### src/rtl/seq_booth_r4_mult.sv
// Sequential radix-4 Booth multiplier: one Booth digit per cycle, WIDTH/2+1 cycles per product.
// Handles signed and unsigned operands via extension of both operands before recoding.
module seq_booth_r4_mult #(
    parameter int WIDTH = 32
) (
    input  logic               clk,
    input  logic               rst,
    input  logic               start,
    input  logic               signed_mode,
    input  logic [WIDTH-1:0]   a,
    input  logic [WIDTH-1:0]   b,
    output logic               busy,
    output logic               done,
    output logic [2*WIDTH-1:0] product
);

    localparam int N  = WIDTH / 2 + 1;
    localparam int P  = 2 * WIDTH + 4;
    localparam int CW = $clog2(N + 1);

    generate
        if ((WIDTH % 2) != 0 || WIDTH < 4) begin : g_bad_width
            $error("seq_booth_r4_mult: WIDTH must be even and >= 4");
        end
    endgenerate

    typedef enum logic [1:0] {IDLE, RUN, DONE} state_t;

    state_t         state;
    logic [P-1:0]   mc_sh;
    logic [P-1:0]   acc;
    logic [P-1:0]   sel;
    logic [P-1:0]   pp;
    logic [P-1:0]   next_acc;
    logic [WIDTH+2:0] mq;
    logic [CW-1:0]  cnt;
    logic           neg;
    logic           a_sx;
    logic           b_sx;

    // Multiplicand is pre-shifted by 2 each cycle instead of shifting the accumulator.
    always_comb begin
        a_sx = signed_mode & a[WIDTH-1];
        b_sx = signed_mode & b[WIDTH-1];
        sel  = '0;
        neg  = 1'b0;
        case (mq[2:0])
            3'b001, 3'b010: sel = mc_sh;
            3'b011:         sel = mc_sh << 1;
            3'b100: begin
                sel = mc_sh << 1;
                neg = 1'b1;
            end
            3'b101, 3'b110: begin
                sel = mc_sh;
                neg = 1'b1;
            end
            default:        sel = '0;
        endcase
        pp       = neg ? ('0 - sel) : sel;
        next_acc = acc + pp;
    end

    always_ff @(posedge clk or negedge rst) begin
        if (!rst) begin
            state   <= IDLE;
            busy    <= 1'b0;
            done    <= 1'b0;
            product <= '0;
            mc_sh   <= '0;
            mq      <= '0;
            acc     <= '0;
            cnt     <= '0;
        end else begin
            done <= 1'b0;
            case (state)
                IDLE, DONE: begin
                    if (start) begin
                        state <= RUN;
                        busy  <= 1'b1;
                        mc_sh <= {{(P-WIDTH){a_sx}}, a};
                        mq    <= {{2{b_sx}}, b, 1'b0};
                        acc   <= '0;
                        cnt   <= '0;
                    end else begin
                        state <= IDLE;
                    end
                end
                RUN: begin
                    acc   <= next_acc;
                    mc_sh <= mc_sh << 2;
                    mq    <= mq >> 2;
                    cnt   <= cnt + CW'(1);
                    if (cnt == CW'(N - 1)) begin
                        product <= next_acc[2*WIDTH-1:0];
                        state   <= DONE;
                        busy    <= 1'b0;
                        done    <= 1'b1;
                    end
                end
                default: state <= IDLE;
            endcase
        end
    end

endmodule

### config.mk
export PLATFORM = sky130hd
export DESIGN_NAME = seq_booth_r4_mult
export DESIGN_NICKNAME = d
export VERILOG_FILES = /design/src/rtl/seq_booth_r4_mult.sv
export SDC_FILE = /design/constraint.sdc
export NUM_CORES = 1
export LEC_CHECK = 0
export ABC_CLOCK_PERIOD_IN_PS = 15300
export BUFFER_PORTS_ARGS = -buffer_cell sky130_fd_sc_hd__buf_2
export CAP_MARGIN = 20
export CORE_UTILIZATION = 47
export DETAILED_ROUTE_END_ITERATION = 16
export SLEW_MARGIN = 0
export SYNTH_ARGS = -nofsm -noshare
export SYNTH_HDL_FRONTEND = slang
export SYNTH_SLANG_ARGS = --single-unit
### constraint.sdc
create_clock -name clk -period 15.3 [get_ports clk]
set_clock_uncertainty 0.2 [all_clocks]
set_input_delay 0.765 -clock clk [delete_from_list [all_inputs] [get_ports clk]]
set_output_delay 0.765 -clock clk [all_outputs]
set_load 0.005 [all_outputs]
==> results.sh <==
export IMPL_synth_xor_area_frac=0.0708
export IMPL_cts_root_cell="clkbuf_16"
export IMPL_buffer_levels_on_the_longest_clock_path=3
export IMPL_total_via_count_in_the_routed_design=15369
export IMPL_fp_dieArea_sq_um=36500
export IMPL_worst_hold_slack_ns=0.00663
export IMPL_globalRouteOverflowTotal=0
export IMPL_status="complete, no violations"
export IMPL_synth_area_mux_share=0.0148
export IMPL_globalplace_congestion=0.907
export IMPL_largest_net_degree_at_the_start_of_global_routing=138
export IMPL_yosysTopAreaCell="dfrtp_1"
export IMPL_slew_viol_final=0
export IMPL_nNetsFinal=2175
export IMPL_synth_async_sr_flop_share=1.00
export IMPL_detailedRoute_firstIterationViolations=1285
export IMPL_synthesis_instances=2005
export IMPL_detail_route_drc_violations=0
export IMPL_final_antenna_net_count=0
export IMPL_tightest_slew_ns=0.991
export IMPL_cp_start_kind="flip-flop"
export IMPL_synth_compound_area_frac=0.279
export IMPL_post_cts_setup_buffers=0
export IMPL_timing_hold_violations_final=0
export IMPL_ys_seq_area_frac=0.350
export IMPL_detailed_routing_iterations_pass_1=6
export IMPL_clk_latency_ns=0.57
export IMPL_grt_setup_unrepaired="false"
export IMPL_cts_made_buffers=27
export IMPL_utilization=0.529
export IMPL_synth_simple_gate_area_share=0.177
export IMPL_worst_path_max_fanout=82
export IMPL_worstPathRequired_ns=15.54
export IMPL_die_width_um=191
export IMPL_number_of_global_route_vias_before_repair=14407
export IMPL_fin_crit_ns=8.17
export IMPL_std_cell_rows=68
export IMPL_criticalPathCategory="reg -> reg"
export IMPL_die_height_um=191
export IMPL_fillCellCount=3312
export IMPL_cts_num_sinks=235
export IMPL_fmaxAchievable_mhz=122
export IMPL_clk_transition_reported_paths_ns=0.06
export IMPL_max_slew_margin=0.322
export IMPL_grt_antenna_before_repair=1
export IMPL_cap_viol_max_count=0
export IMPL_setup_viol=0
export IMPL_fp_coreArea_sq_um=34900
export IMPL_cts_repair_resized=0
export IMPL_synth_enable_flop_cells=0
export IMPL_wl_per_cell_um=20.0
export IMPL_ys_top_cells_by_count="nand2_1, dfrtp_1, a21oi_1, o21ai_0, clkbuf_1"
export IMPL_critical_path_arrival_ns=8.41
export IMPL_end_kind="flip-flop"
export IMPL_post_synth_top_count_cell="nand2_1"
export IMPL_cts_tree="done"
export IMPL_boundaryPins=134
export IMPL_pre_cts_ws_ns=7.15
export IMPL_synthesis_yosys_warnings=0
export IMPL_htree_num_levels=1
export IMPL_synth_seq_cells=235
export IMPL_main_combinational_cell_family_by_area_after_synthesis="compound AO/OA/AOI/OAI gates"
export IMPL_number_of_distinct_library_cell_variants_in_the_gate_level_netlist_after_synthesis=84
export IMPL_floorplan_initialDensity=0.482
export IMPL_synth_top_area_share=0.350
export IMPL_period_share=0.534
export IMPL_postSynthAreaPerCell_sq_um=8.39
export IMPL_postSynth_topFlopCell="dfrtp_1"
export IMPL_post_synth_instance_area_sq_um=16800
export IMPL_via_cell_ratio=6.14
export IMPL_synth_adder_area_share=0.0592
export IMPL_dp_final_hpwl_um=35800
export IMPL_grt_pass1_wl_um=80500
export IMPL_antenna_diode_count=0
export IMPL_final_setup_worst_slack_ns=7.13
export IMPL_drive_above_1_share=0.118
export IMPL_ys_top_cells_by_area="dfrtp_1, nand2_1, ha_1, a21oi_1, xnor2_1"
export IMPL_port_buffer_count=133
export IMPL_hold_path_class="in -> async"
export IMPL_final_wirelength_um=50100
export IMPL_postCtsHoldBufs=0
export IMPL_syn_num_nets=2152
export IMPL_tns_ns=0
export IMPL_globalRouteTotalUtil=0.275
export IMPL_areaGrowthSynthToFinish_pct=9.76
cells by family (layout without fill, tap and decap cells):
family	Yosys count	after routing
AOI/OAI and AO/OA	673	673
and+or+nand+nor	659	659
DFF	235	235
buffers and inverters	200	243
xor gates and xnor gates	136	136
adders and majority gates	79	79
muxes	23	23
registers in the layout, indices dropped and copies added, names as in the netlist:
name and cells:
done 1, acc 64, product 64, state 2, mq 34, busy 1
mc_sh 64, cnt 5
cell usage in the layout, fill, tap and decap left out, types with 9 or more instances in the layout:
cell type and count:
nand2_1 376, dfrtp_1 232, a21oi_1 147, buf_2 132
o21ai_0 111, nor2_1 90, a22oi_1 81, xnor2_1 81
ha_1 78, a22o_1 70, xor2_1 54, inv_1 40
a221o_1 40, nand3_1 37, nor3_1 28, nand4_1 27
clkbuf_16 27, a21o_1 24, nand2b_1 21, o21bai_1 20
a221oi_1 19, a211oi_1 16, buf_4 16, o21ai_1 15
mux2_2 15, o221ai_1 14, nor2b_1 13, a31oi_1 13
o31ai_1 13, a21boi_0 10, and2_1 9
metrics by stage:
step / area (sq um) / std cells
after floorplan: 16800 / 2005
after global placement: 17600 / 2453
after detailed placement: 17600 / 2453
after CTS: 18400 / 2502
after global routing: 18500 / 2503
final: 18500 / 2503
per-layer routing:
layer	GRT usage	up-vias	wire length, um
met5	0	-	13
met1	0.423	7422	24800
met2	0.409	518	21400
li1	-	7365	-
met4	0.0607	2	831
met3	0.0321	62	3110
final timing paths:
check	startpoint	to	slack (ns)	cells after the start
min in group clk	b[10]	mq[11]	0.21	3
worst min register to register	product[29]	product[29]	0.27	2
worst min-delay path	rst	acc[20]	0.007	1
worst max-delay path	mq[1]	product[52]	7.13	23
max in group asynchronous	rst	mq[0]	13.61	2
worst max register to register	mq[1]	product[52]	7.13	23
worst max-delay path, stage by stage (launching register included):
cell,delay [ns]
dfrtp_2,0.61
buf_4,0.72
xor2_4,0.29
buf_4,0.34
a22oi_1,0.28
ha_1,0.26
o21a_1,0.16
nand3_1,0.19
or4b_1,0.58
nor2_1,0.26
xnor2_1,0.10
a22oi_1,0.14
o21ai_0,0.20
ha_1,0.50
and4_1,0.25
nand3_1,0.12
nor3_1,0.21
o21ai_1,0.14
a2111oi_0,0.92
o2111ai_1,0.34
a211oi_1,0.63
nor2b_1,0.12
xnor2_1,0.17
mux2_2,0.27
cell type report:
class / instances / area, sq um / share of cell area
Inverter: 43 / 161 / 0.00875
Timing Repair Buffer: 151 / 827 / 0.0448
Sequential cell: 235 / 5880 / 0.319
Tap cell: 455 / 569 / 0.0308
Clock inverter: 13 / 138 / 0.00746
Clock buffer: 36 / 719 / 0.0390
Multi-Input combinational cell: 1570 / 10200 / 0.550
Power is left out: the tool's default activity adds up to more than one toggle a clock period on the data nets, which glitch-free logic cannot reach.
